<file path="src/rtl/mc_seq_ctrl.sv">
// mc_seq_ctrl -- multi-cycle sequencing controller for a single-issue MIPS
// datapath. Each instruction is walked through IF/ID/EXE/MEM/WB. The PC
// register enable is pulsed exactly once per instruction, in that
// instruction's final cycle, together with the matching npc source select.
//
// Ports:
//   clk        system clock
//   reset      synchronous, active-high reset
//   instr      IR output, stable from ID onward
//   zero       ALU equality flag, meaningful in EXE
//   im_rdy     instruction memory data valid
//   dm_rdy     data memory access complete
//   pc_en      PC register enable (one pulse per instruction)
//   npc_sel    0=PC+4, 1=PC+4+(imm<<2), 2=j/jal target, 3=GRF[rs]
//   ir_en      IR load enable
//   grf_we     register file write enable
//   a3_sel     write register select: 0=rt, 1=rd, 2=$31
//   wd_sel     write data select: 0=ALU, 1=DM, 2=PC+4
//   alu_op     0=add, 1=sub, 2=or, 3=lui
//   alu_b_sel  ALU B operand: 0=GRF[rt], 1=extended imm
//   ext_op     immediate extension: 0=zero, 1=sign
//   dm_we      data memory write enable
//   state      current state register (debug)
//   retired    number of pc_en pulses since reset, wraps modulo 2^CNT_W

module mc_seq_ctrl #(
  parameter int CNT_W = 32
) (
  input  logic             clk,
  input  logic             reset,
  input  logic [31:0]      instr,
  input  logic             zero,
  input  logic             im_rdy,
  input  logic             dm_rdy,
  output logic             pc_en,
  output logic [1:0]       npc_sel,
  output logic             ir_en,
  output logic             grf_we,
  output logic [1:0]       a3_sel,
  output logic [1:0]       wd_sel,
  output logic [2:0]       alu_op,
  output logic             alu_b_sel,
  output logic             ext_op,
  output logic             dm_we,
  output logic [2:0]       state,
  output logic [CNT_W-1:0] retired
);

  typedef enum logic [2:0] {
    S_IF  = 3'd0,
    S_ID  = 3'd1,
    S_EXE = 3'd2,
    S_MEM = 3'd3,
    S_WB  = 3'd4
  } state_t;

  typedef enum logic [3:0] {
    C_ADDU, C_SUBU, C_JR, C_ORI, C_LW, C_SW,
    C_BEQ, C_LUI, C_J, C_JAL, C_UNSUP
  } instrClass_t;

  state_t          state_q, state_d;
  logic [CNT_W-1:0] retired_q;
  instrClass_t     instrClass;

  logic [5:0] opcode;
  logic [5:0] funct;
  logic       unusedInstrBits;

  logic pcEnRaw, irEnRaw, grfWeRaw, dmWeRaw;

  assign opcode          = instr[31:26];
  assign funct           = instr[5:0];
  assign unusedInstrBits = ^instr[25:6];

  // Instruction decode: only opcode and funct matter. Any R-type funct that
  // is not addu/subu/jr, and any unknown opcode, falls into the unsupported
  // class, which retires from ID as a plain PC+4 step with no side effects.
  always_comb begin
    instrClass = C_UNSUP;
    case (opcode)
      6'b000000: begin
        case (funct)
          6'b100001: instrClass = C_ADDU;
          6'b100011: instrClass = C_SUBU;
          6'b001000: instrClass = C_JR;
          default:   instrClass = C_UNSUP;
        endcase
      end
      6'b001101: instrClass = C_ORI;
      6'b100011: instrClass = C_LW;
      6'b101011: instrClass = C_SW;
      6'b000100: instrClass = C_BEQ;
      6'b001111: instrClass = C_LUI;
      6'b000010: instrClass = C_J;
      6'b000011: instrClass = C_JAL;
      default:   instrClass = C_UNSUP;
    endcase
  end

  // Next-state and control outputs. Everything defaults to 0 and the
  // default next state is IF, so illegal state encodings recover in one
  // cycle with every enable low. The ALU controls are held through MEM for
  // loads and stores so the address stays stable during the access.
  always_comb begin
    state_d   = S_IF;
    pcEnRaw   = 1'b0;
    npc_sel   = 2'd0;
    irEnRaw   = 1'b0;
    grfWeRaw  = 1'b0;
    a3_sel    = 2'd0;
    wd_sel    = 2'd0;
    alu_op    = 3'd0;
    alu_b_sel = 1'b0;
    ext_op    = 1'b0;
    dmWeRaw   = 1'b0;

    case (state_q)
      S_IF: begin
        irEnRaw = im_rdy;
        state_d = im_rdy ? S_ID : S_IF;
      end

      S_ID: begin
        case (instrClass)
          C_J: begin
            pcEnRaw = 1'b1;
            npc_sel = 2'd2;
            state_d = S_IF;
          end
          C_JR: begin
            pcEnRaw = 1'b1;
            npc_sel = 2'd3;
            state_d = S_IF;
          end
          C_UNSUP: begin
            pcEnRaw = 1'b1;
            state_d = S_IF;
          end
          C_JAL:   state_d = S_WB;
          default: state_d = S_EXE;
        endcase
      end

      S_EXE, S_MEM: begin
        case (instrClass)
          C_SUBU: alu_op = 3'd1;
          C_BEQ:  alu_op = 3'd1;
          C_ORI:  alu_op = 3'd2;
          C_LUI:  alu_op = 3'd3;
          default: alu_op = 3'd0;
        endcase
        alu_b_sel = (instrClass == C_ORI) || (instrClass == C_LUI) ||
                    (instrClass == C_LW)  || (instrClass == C_SW);
        ext_op    = (instrClass == C_LW) || (instrClass == C_SW) ||
                    (instrClass == C_BEQ);

        if (state_q == S_EXE) begin
          case (instrClass)
            C_BEQ: begin
              pcEnRaw = 1'b1;
              npc_sel = zero ? 2'd1 : 2'd0;
              state_d = S_IF;
            end
            C_LW, C_SW: state_d = S_MEM;
            C_ADDU, C_SUBU, C_ORI, C_LUI: state_d = S_WB;
            default: state_d = S_IF;
          endcase
        end else begin
          // A store retires in the same cycle the memory acknowledges it.
          if (instrClass == C_SW) begin
            dmWeRaw = 1'b1;
            pcEnRaw = dm_rdy;
            state_d = dm_rdy ? S_IF : S_MEM;
          end else if (instrClass == C_LW) begin
            state_d = dm_rdy ? S_WB : S_MEM;
          end else begin
            state_d = S_IF;
          end
        end
      end

      S_WB: begin
        grfWeRaw = 1'b1;
        pcEnRaw  = 1'b1;
        state_d  = S_IF;
        case (instrClass)
          C_ADDU, C_SUBU: a3_sel = 2'd1;
          C_JAL: begin
            a3_sel  = 2'd2;
            wd_sel  = 2'd2;
            npc_sel = 2'd2;
          end
          C_LW:    wd_sel = 2'd1;
          default: a3_sel = 2'd0;
        endcase
      end

      default: state_d = S_IF;
    endcase
  end

  // Reset masks every enable so an instruction aborted by reset leaves no
  // architectural side effects.
  assign pc_en  = pcEnRaw  & ~reset;
  assign ir_en  = irEnRaw  & ~reset;
  assign grf_we = grfWeRaw & ~reset;
  assign dm_we  = dmWeRaw  & ~reset;

  // State register and retired-instruction counter.
  always_ff @(posedge clk) begin
    if (reset) begin
      state_q   <= S_IF;
      retired_q <= '0;
    end else begin
      state_q <= state_d;
      if (pc_en) begin
        retired_q <= retired_q + {{(CNT_W-1){1'b0}}, 1'b1};
      end
    end
  end

  assign state   = state_q;
  assign retired = retired_q;

endmodule

</file>
<file path="config.mk">
export PLATFORM = sky130hd
export DESIGN_NAME = mc_seq_ctrl
export DESIGN_NICKNAME = d
export VERILOG_FILES = /design/src/rtl/mc_seq_ctrl.sv
export SDC_FILE = /design/constraint.sdc
export NUM_CORES = 1
export LEC_CHECK = 0
export BUFFER_PORTS_ARGS = -buffer_cell sky130_fd_sc_hd__buf_2
export CORE_MARGIN = 10
export CORE_UTILIZATION = 25
export CTS_CLUSTER_DIAMETER = 120
export DETAILED_ROUTE_END_ITERATION = 16
export GPL_ROUTABILITY_DRIVEN = 1
export PLACE_DENSITY_LB_ADDON = 0.15
export RECOVER_POWER = 100
export SETUP_SLACK_MARGIN = 0.2
export SLEW_MARGIN = 20
export SYNTH_ARGS = -nofsm -noshare
export SYNTH_HDL_FRONTEND = slang
export SYNTH_SLANG_ARGS = --single-unit
</file>
<file path="constraint.sdc">
create_clock -name clk -period 3.6 [get_ports clk]
set_input_delay 0.72 -clock clk [delete_from_list [all_inputs] [get_ports clk]]
set_output_delay 0.72 -clock clk [all_outputs]
set_load 0.05 [all_outputs]
</file>
# Word-level counts from Yosys, hierarchy flattened
# Index checks and enable logic that the tools add are counted.
[totals] wordCells=81 regBits=35
[classes] n_eq_ne=24 addsub=1 mux=35 n_bitwise=5 reduce_logical=14
[ops] cell="$add 32x1->32 const B" n=1
[ops] cell="$pmux 4 s8" n=1
[ops] cell="$eq 6x6->1 const B" n=4
[ops] cell="$eq 6x4->1 const B" n=3
[ops] cell="$eq 4x3->1 const B" n=4
[ops] cell="$mux 1" n=15
[ops] cell="$eq 4x4->1 const B" n=3
[ops] cell="$eq 6x2->1 const B" n=2
[ops] cell="$mux 3" n=4
[ops] cell="$pmux 2 s2" n=3
[ops] cell="$pmux 2 s3" n=2
[ops] cell="$pmux 3 s2" n=2
[ops] cell="$pmux 4 s3" n=1
[ops] cell="$mux 2" n=5
[ops] cell="$pmux 3 s3" n=1
[ops] cell="$eq 4x2->1 const B" n=2
[ops] cell="$reduce_or 2->1" n=4
[ops] cell="$eq 3x2->1 const B" n=2
[ops] cell="$eq 6x3->1 const B" n=1
[ops] cell="$logic_not 6->1" n=1
[ops] cell="$logic_or 1x1->1" n=5
[ops] cell="$and 1x1->1" n=4
[ops] cell="$eq 4x1->1 const B" n=1
[ops] cell="$logic_not 4->1" n=1
[ops] cell="7 further kinds" n=7

# Depth between registers and ports, before layout
# Gate-level depths: netlist of the first run.
[depth] depth_word=8 ltp_mapped=10 mapped_depth_nobuf=7

# Least setup slack after synthesis of the first run
# OpenSTA, ideal clock, no wires.
[synth_timing] path_type="in2out" startpoint="in instr[29]" endpoint="out alu_op[0]" path_buffers=1 path_slack_ns=-0.738 stages=6 arrival_ns=3.618 path_cell_list="buf_6 > or4_4 > o311a_4 > nor2_1 > nor2_1 > nor4b_1"
[synth_between] elab_chain_cells=6 word_cells_on_any_way=16 classes_between="eq/ne: 11; mux: 3; reduce/logical: 2"
[synth_rtl] item="start: declaration" line_no="31" text="input logic [31:0] instr,"
[synth_rtl] item="$eq 6x2->1, or another cell as far along" line_no="81" text="case (opcode)"
[synth_rtl] item="$pmux 4 s8 (*)" line_no="81"
[synth_rtl] item="$eq 4x3->1 or $eq 4x1->1 (tied branches)" line_no="146" text="case (instrClass)"
[synth_rtl] item="$reduce_or 2->1 (no line)"
[synth_rtl] item="$pmux 2 s3 (*)" line_no="146"
[synth_rtl] item="$mux 2 (*)" line_no="118" text="case (state_q)"
[synth_rtl] item="end: declaration" line_no="41" text="output logic [2:0] alu_op,"
# Mark *: on every way between the ends. The rest lies on a longest branch, timed or not.

# Worst setup path in the final report of the first run
[layout_timing] startpoint="in instr[28]" endpoint="out npc_sel[1]"
[layout_between] elab_chain_cells=5 word_cells_on_any_way=15 classes_between="eq/ne: 10; mux: 4; reduce/logical: 1"
[layout_rtl] item="$eq 6x2->1, or another cell as far along" line_no="81"
[layout_rtl] item="$pmux 4 s8 (*)" line_no="81"
[layout_rtl] item="$eq 4x2->1, or another cell as far along" line_no="125" text="case (instrClass)"
[layout_rtl] item="$pmux 2 s2 or $mux 2 (tied branches)" line_no="125, 187"
[layout_rtl] item="$pmux 2 s3 (*)" line_no="118"
[layout_rtl] item="end: declaration" line_no="36" text="output logic [1:0] npc_sel,"
# Marks and branches as above.

==> flow_summary.toml, run 1 <==
[synth]
avgSynthCellArea_sq_um = 8.16
synth_cell_types = 58
synth_ff_type = "dfxtp_1"
postSynth.asyncResetShare = 0
ys_warn_count = 0
syn_area_sq_um = 2480
yosysSeqAreaShare = 0.283
netlist_instances = 304
synth_nets = 342
ys_seq_elements = 35
synth_edf_count = 0

[setup_path]
path_cells = "clkbuf_1, or4_4, nor3_4, a311o_2, buf_4, o31ai_1, a31o_2, clkbuf_2"
path_class = "in -> out"
crit_end = "npc_sel[1]"
cp.depth = 8
cp_max_fo = 6
rrSetupSlack_ps = 1110
crit_buf_inv = 3
end_kind = "primary output"
startpoint_type = "input pin"
r2r-start = "retired[14]"
cpLargestDelayFamily = "simple AND/OR/NAND/NOR gates"
startpoint = "instr[28]"
arrival_ps = 2640
rr_endpoint = "retired[30]"
crit_required_ps = 2880
critical_path.max_stage_delay_ps = 590
crit_slowest_cell = "or4_4"
worst_r2r_path_depth = 7

[floorplanning]
num_rows = 36
core_area_sq_um = 9730
io_pins = 87
initial_utilization = 0.255
die_h_microns = 120
die-width_microns = 120
dieArea_sq_um = 14300

[cts]
cts_htree_levels = 2
clkTransAtPathRegs_ps = 70
cts_tree = "yes"
numClockSinks = 35
cts_hold_buf = 0
cts.path.max_buffers = 2
insertion_delay_ps = 300
clockRootBuffer = "clkbuf_8"
cts_buffers = 5

[routing]
routedWlPerCell_microns = 14.9
antenna_left = 0
drt_iter0_drc = 140
dr.pass1.iters = 4
vias = 2434
routed_wl_microns = 7510
vias_per_cell = 4.83
drc = 0

[timing]
relSlewSlack = 0.574
layout_min_cycle_time_ps = 3360
max_freq_mhz = 297
fin_setup_tns_ps = 0
drv_slew = 0
fin_crit_sh = 0.934
final-setup-viol-count = 0
skew_ps = 10.3
hold_viol_final = 0
rsz0062_at_grt = "false"
worst_pin_slew_ps = 642

[finish]
antenna_cells = 0
drive_above_1_share = 0.202
finalInstanceArea_sq_um = 3100
finalNonFillerCells = 504
fill_cells = 1102
nets = 408
synthToLayoutAreaGrowth_pct = 25.1

[pwr]
power.leakage_nw = 1.15
peakVddDrop_mv = 0.167
p_total_w = 0.000933
p_per_area_nw_per_um2 = 301

[placed_design]
hpwl_microns = 5750
port_buffers = 65
gp_congestion = 0.782
dp.cells = 494
place_area_sq_um = 2990

[global_routing]
grt_max_degree = 31
grt_first_pass_wirelength_microns = 12600
antenna_found_initial = 0
grtUsageTotal = 0.103
grt_overflow = 0
grt_pass1_vias = 2472

[job]
max_cap_viol_count = 0

[worst_hold_path]
hold_class = "reg -> reg"

[status]
status = "complete, no violations"
==> worst min-delay path: cells and delay by family, from the launching register on <==
family	cells	cell delay (ps)
flops	1	370
simple gates	1	90
compound gates	1	50
==> per-stage QoR <==
stage	hold slack [ps]	util	setup slack [ps]
finish	553	0.319	236
global placement	530	0.307	66.5
CTS	556	0.324	238
global route	600	0.319	124
detailed placement	545	0.307	66.8
floorplan	730	-	208
==> layer usage <==
metal	vias up	GRT usage	share of wire
li1	1239	-	-
met1	1138	0.131	0.48
met4	0	0.0317	0.012
met5	-	0	0
met3	7	0.0267	0.048
met2	50	0.168	0.46
==> power by group <==
part | switching [W] | internal [W]
combinational | 0.0000710 | 0.0000347
clock | 0.000158 | 0.000277
sequential | 0.00000330 | 0.000389
total | 0.000232 | 0.000701
==> synth_stat cells, drive strengths merged (2+ instances only) <==
cell type	count	area, sq um
a2111oi	8	85.1
a211oi	3	22.5
a21oi	19	95.1
a31oi	3	25.0
and2	3	18.8
and3	7	43.8
and4	3	26.3
buf	10	68.8
clkbuf	8	30.0
dfxtp	35	701
inv	6	22.5
mux2	31	353
nand2	18	67.6
nand3	13	65.1
nand4	12	75.1
nor2	48	180
nor2b	29	181
nor3	8	56.3
nor3b	2	15.0
nor4	4	25.0
nor4b	2	17.5
o21ai	4	20.0
or2	2	12.5
==> placed cells by master (no fill, tap or decap), drive strengths merged, types with 2 or more instances in the layout <==
master	netlist	final
a31oi	3	3
nor3	8	8
nor2	48	48
nor3b	2	2
nand2	18	18
a21oi	19	19
mux2	31	31
buf	10	27
nor4b	2	2
bufinv	0	2
clkbuf	8	56
nor4	4	4
nand4	12	12
inv	6	6
o21ai	4	4
nand3	13	13
and3	7	7
and4	3	3
a2111oi	8	8
nor2b	29	29
and2	3	3
or2	2	2
a211oi	3	3
dfxtp	35	35
==> layout make-up <==
class                           instances  area [sq um]  area share
Clock buffer                            6          72.6      0.0234
Clock inverter                          2          60.1      0.0194
Inverter                                6          22.5     0.00726
Multi-Input combinational cell        245          1700       0.549
Sequential cell                        35           701       0.226
Tap cell                              133           166      0.0536
Timing Repair Buffer                   77           377       0.121
==> logic make-up (layout without fill, tap and decap cells) <==
group | count (synthesis) | in the layout | synth area share
AND/OR/NAND/NOR | 157 | 157 | 0.339
XOR/XNOR | 1 | 1 | 0.00353
flip-flops | 35 | 35 | 0.283
other | 1 | 1 | 0.00151
AO/OA/AOI/OAI | 54 | 54 | 0.178
multiplexers | 31 | 31 | 0.142
buffers and inverters | 24 | 91 | 0.0489
adder cells (fa/ha/maj) | 1 | 1 | 0.00504
==> sequential cells by signal, summed over array words and instances (netlist names) <==
| register | count |
|---|---|
| retired | 32 |
| state | 3 |
==> how the worst min path moves through the flow <==
stage	from	endpoint	slack (ps)	cells after the start
2_1_floorplan	retired[1]	retired[1]	730	2
3_3_place_gp	retired[1]	retired[1]	530	2
3_5_place_dp	retired[1]	retired[1]	540	2
4_1_cts	retired[1]	retired[1]	560	2
5_1_grt	retired[22]	retired[22]	600	2
6_report	retired[1]	retired[1]	550	2
==> what timing repair did <==
item                       CTS  global route
gates resized for setup      4             6
buffers inserted             1             1
setup endpoints to repair    1             2
pin swaps                    2             6
No activity file was read; power rests on OpenSTA's default activity.
==> run 2, diff against run 1 <==
--- a/config.mk
+++ b/config.mk
@@ -8,6 +8,7 @@
 export BUFFER_PORTS_ARGS = -buffer_cell sky130_fd_sc_hd__buf_2
 export CORE_MARGIN = 10
 export CORE_UTILIZATION = 25
+export CTS_BUF_LIST = sky130_fd_sc_hd__clkbuf_16
 export CTS_CLUSTER_DIAMETER = 120
 export DETAILED_ROUTE_END_ITERATION = 16
 export GPL_ROUTABILITY_DRIVEN = 1
==> run 2 against run 1 <==
Power rose by 14%; routed wire length is essentially flat; non-clock buffer count unchanged; sequential share of layout area shrank 0.40 points; count of clock-buffer cells in the layout is 1 lower; clock skew is 3.7 ps lower; utilization up 0.58 points; via count down 0.37%.
==> flow_summary.toml, run 2 (same netlist as run 1, synthesis figures left out) <==
[placed_design]
hpwl_microns = 5750
gp_congestion = 0.782
dp_slack_ps = 66.8
port_buffers = 65

[pwr]
clkPwrFrac = 0.530
p_per_area_nw_per_um2 = 336
power_frac_seq = 0.370
power.leakage_nw = 1.18
p_switching_w = 0.000242
p_comb_frac = 0.100
peakVddDrop_mv = 0.282
power.internal_w = 0.000818
switching_share = 0.229

[global_routing]
antenna_found_initial = 0
grt_first_pass_wirelength_microns = 12600
grt_max_degree = 31
grt_pass1_vias = 2473
grtUsageTotal = 0.103
grt_overflow = 0

[setup_path]
arrival_ps = 2640
startpoint_type = "input pin"
crit_required_ps = 2880
critical_path.max_stage_delay_ps = 590
crit_slowest_cell = "or4_4"
path_class = "in -> out"
cp_max_fo = 6
end_kind = "primary output"
path_cells = "clkbuf_1, or4_4, nor3_4, a311o_2, buf_4, o31ai_1, a31o_2, clkbuf_2"

[routing]
routedWlPerCell_microns = 14.9
drt_iter0_drc = 132
vias_per_cell = 4.81
routed_wl_microns = 7510
vias = 2425
drc = 0
dr.pass1.iters = 4
antenna_left = 0

[finish]
final_cell_mix = "nor2_1, clkbuf_1, dfxtp_1"
layout_commonest_cell = "nor2_1"
synthToLayoutAreaGrowth_pct = 27.4
largest_reg_flops = 32
nets = 408
drive_above_1_share = 0.202
antenna_cells = 0

[timing]
hold_slack_ps = 551
skew_ps = 6.59
max_freq_mhz = 298
final-setup-viol-count = 0
relSlewSlack = 0.574
fin_setup_tns_ps = 0
setup_ws_ps = 239
worst_pin_slew_ps = 642
hold_viol_final = 0
layout_min_cycle_time_ps = 3360
drv_slew = 0
fin_crit_sh = 0.934
rsz0062_at_grt = "false"

[status]
status = "complete, no violations"

[floorplanning]
core_area_sq_um = 9730
num_rows = 36
die_h_microns = 120
die-width_microns = 120
dieArea_sq_um = 14300
initial_utilization = 0.255
io_pins = 87

[cts]
insertion_delay_ps = 280
cts.path.max_buffers = 2
cts_hold_buf = 0
cts_tree = "yes"
clkTransAtPathRegs_ps = 50
cts_htree_levels = 2
clockRootBuffer = "clkbuf_16"
numClockSinks = 35
cts_buffers = 5

[job]
max_cap_viol_count = 0

[worst_hold_path]
hold_class = "reg -> reg"
-- run 2: cell types whose count changed in the layout (fill, tap and decap cells not counted), sizes merged --
cell    before  now
clkbuf      56   55
inv          6    7
-- run 2: power by group through the flow --
stage | Clock [W] | Combinational, W | Sequential (W)
6_report | 0.000562 | 0.000106 | 0.000393
5_1_grt | 0.000591 | 0.000117 | 0.000393
3_5_place_dp | 0 | 0.000104 | 0.000401
2_1_floorplan | 0 | 0.0000661 | 0.000407
3_3_place_gp | 0 | 0.000103 | 0.000401
4_1_cts | 0.000579 | 0.000107 | 0.000393
-- run 2: worst paths after layout --
check               from  depth (start not counted)     endpoint  slack [ps]
min           retired[1]                          2   retired[1]         550
max            instr[28]                          8   npc_sel[1]         240
max reg2reg  retired[14]                          7  retired[30]        1080
min reg2reg   retired[1]                          2   retired[1]         550
-- run 2: routing by layer --
layer | track usage | wire, microns
met5 | 0 | 0
met3 | 0.0253 | 375
met4 | 0.0317 | 91
met1 | 0.130 | 3510
met2 | 0.170 | 3520
-- run 2: layout make-up --
cell class                 count  area (sq um)
clock inverter                 3          63.8
multi-input combinational    245          1700
clock buffer                   5           125
timing repair buffer          77           377
sequential                    35           701
fill                        1093          6570
inverter                       6          22.5
tap                          133           166
-- run 2: per-stage QoR --
stage                     instance area [sq um]  utilization  power, W  instances
after CTS                                  3210        0.330   0.00108        503
after global placement                     2990        0.307  0.000504        494
after floorplan                            2510            -  0.000474        304
final                                      3160        0.325   0.00106        504
after detailed placement                   2990        0.307  0.000505        494
after global routing                       3160        0.325   0.00110        504
-- run 2: critical path, delay by kind of cell --
| family | cells | cell delay, ps |
|---|---|---|
| and+or+nand+nor | 2 | 860 |
| buffers and inverters | 3 | 510 |
| AOI/OAI and AO/OA | 3 | 550 |
-- run 2: timing repair --
action	in CTS	in global routing
setup buffers	1	1
endpoints found under the hold margin	0	0
pin swaps	2	6
endpoints found under the setup margin	1	2
resized for setup	4	6
==> run 3, diff against run 2 <==
--- a/config.mk
+++ b/config.mk
@@ -6,7 +6,7 @@
 export NUM_CORES = 1
 export LEC_CHECK = 0
 export BUFFER_PORTS_ARGS = -buffer_cell sky130_fd_sc_hd__buf_2
-export CORE_MARGIN = 10
+export CORE_MARGIN = 2
 export CORE_UTILIZATION = 25
 export CTS_BUF_LIST = sky130_fd_sc_hd__clkbuf_16
 export CTS_CLUSTER_DIAMETER = 120
==> run 3 against run 2 <==
Design area is 2.4% lower; sequential cell count is the same; routed wire length fell by 9.6%; sequential share of layout area is 0.55 points higher; critical path type unchanged; highest routed layer unchanged.
==> flow_summary.toml, run 3 (same netlist as run 1, synthesis figures left out) <==
[global_routing]
grt_pass1_vias = 2331
grt_overflow = 0
antenna_found_initial = 1
grtUsageTotal = 0.129
grt_first_pass_wirelength_microns = 11600
grt_max_degree = 35

[timing]
fin_crit_sh = 0.959
skew_ps = 6.89
layout_min_cycle_time_ps = 3450
worst_pin_slew_ps = 611
rsz0062_at_grt = "true"
drv_slew = 0
setup_ws_ps = 148
hold_viol_final = 0
relSlewSlack = 0.594
final-setup-viol-count = 0
fin_setup_tns_ps = 0
max_freq_mhz = 290

[worst_hold_path]
hold_class = "reg -> reg"
worstHoldStart = "retired[1]"

[placed_design]
port_buffers = 65
gp_congestion = 0.743
dp_slack_ps = 26.3
hpwl_microns = 5150
dp.cells = 494

[floorplanning]
initial_utilization = 0.256
die-width_microns = 104
core_area_sq_um = 9680
num_rows = 36
io_pins = 87
dieArea_sq_um = 10700
die_h_microns = 104

[routing]
dr.pass1.iters = 4
drt_iter0_drc = 124
vias = 2461
drc = 0
antenna_left = 0
vias_per_cell = 4.89
routedWlPerCell_microns = 13.5
routed_wl_microns = 6780

[cts]
cts_htree_levels = 2
clockRootBuffer = "clkbuf_16"
cts_hold_buf = 0
cts_setup_buffers = 0
cts.path.max_buffers = 2
cts_buffers = 5
insertion_delay_ps = 280
clkTransAtPathRegs_ps = 50
cts_tree = "yes"
numClockSinks = 35

[job]
max_cap_viol_count = 0

[finish]
layout_commonest_cell = "nor2_1"
final_cell_mix = "nor2_1, clkbuf_1, dfxtp_1"
largest_reg_flops = 32
nets = 406
synthToLayoutAreaGrowth_pct = 24.3
postLayoutCoreUtil = 0.318
drive_above_1_share = 0.198
finalNonFillerCells = 503

[status]
status = "complete, no violations"

[pwr]
p_per_area_nw_per_um2 = 296
p_total_w = 0.000914
power.leakage_nw = 1.14
peakVddDrop_mv = 0.151

[setup_path]
rrSetupSlack_ps = 1070
arrival_ps = 2730
cp_max_fo = 7
startpoint = "instr[30]"
end_kind = "primary output"
crit_required_ps = 2880
path_class = "in -> out"
startpoint_type = "input pin"
r2r-start = "retired[14]"
==> run 3: per-stage QoR <==
stage | instance area, sq um | hold slack [ps]
finish | 3080 | 556
global route | 3080 | 587
CTS | 3140 | 555
detailed placement | 2970 | 546
global placement | 2970 | 531
floorplan | 2510 | 730
==> run 3: routing by layer <==
metal	share of wire	GRT usage	vias to the layer above
met1	0.47	0.168	1155
met2	0.47	0.214	60
met5	0	0	-
met3	0.055	0.0327	4
li1	-	-	1242
met4	0.0069	0.0290	0
==> run 3: layout make-up <==
class                      count  area [sq um]
sequential                    35           701
tap                          133           166
antenna                        1          2.50
clock buffer                   5           125
fill                        1043          6600
timing repair buffer          75           349
multi-input combinational    245          1700
inverter                       6          22.5
clock inverter                 3          16.3
==> run 3: timing repair <==
action | in CTS | in global routing
gates resized for setup | 4 | 4
pin swaps | 1 | 0
setup endpoints to repair | 2 | 2
==> run 3: report_power, final <==
group          internal [W]  switching, W
combinational     0.0000333     0.0000697
clock              0.000252      0.000166
sequential         0.000389    0.00000318
==> run 3: path summary, 6_finish.rpt <==
path         depth (start not counted)     endpoint
max                                  7        pc_en
min reg2reg                          2   retired[1]
max reg2reg                          7  retired[30]
min                                  2   retired[1]
==> run 3: critical path, stage by stage <==
cell,delay [ps]
clkbuf_1,150
or4_4,610
o311ai_4,300
mux2_1,420
a32oi_4,260
a21oi_4,100
buf_6,170
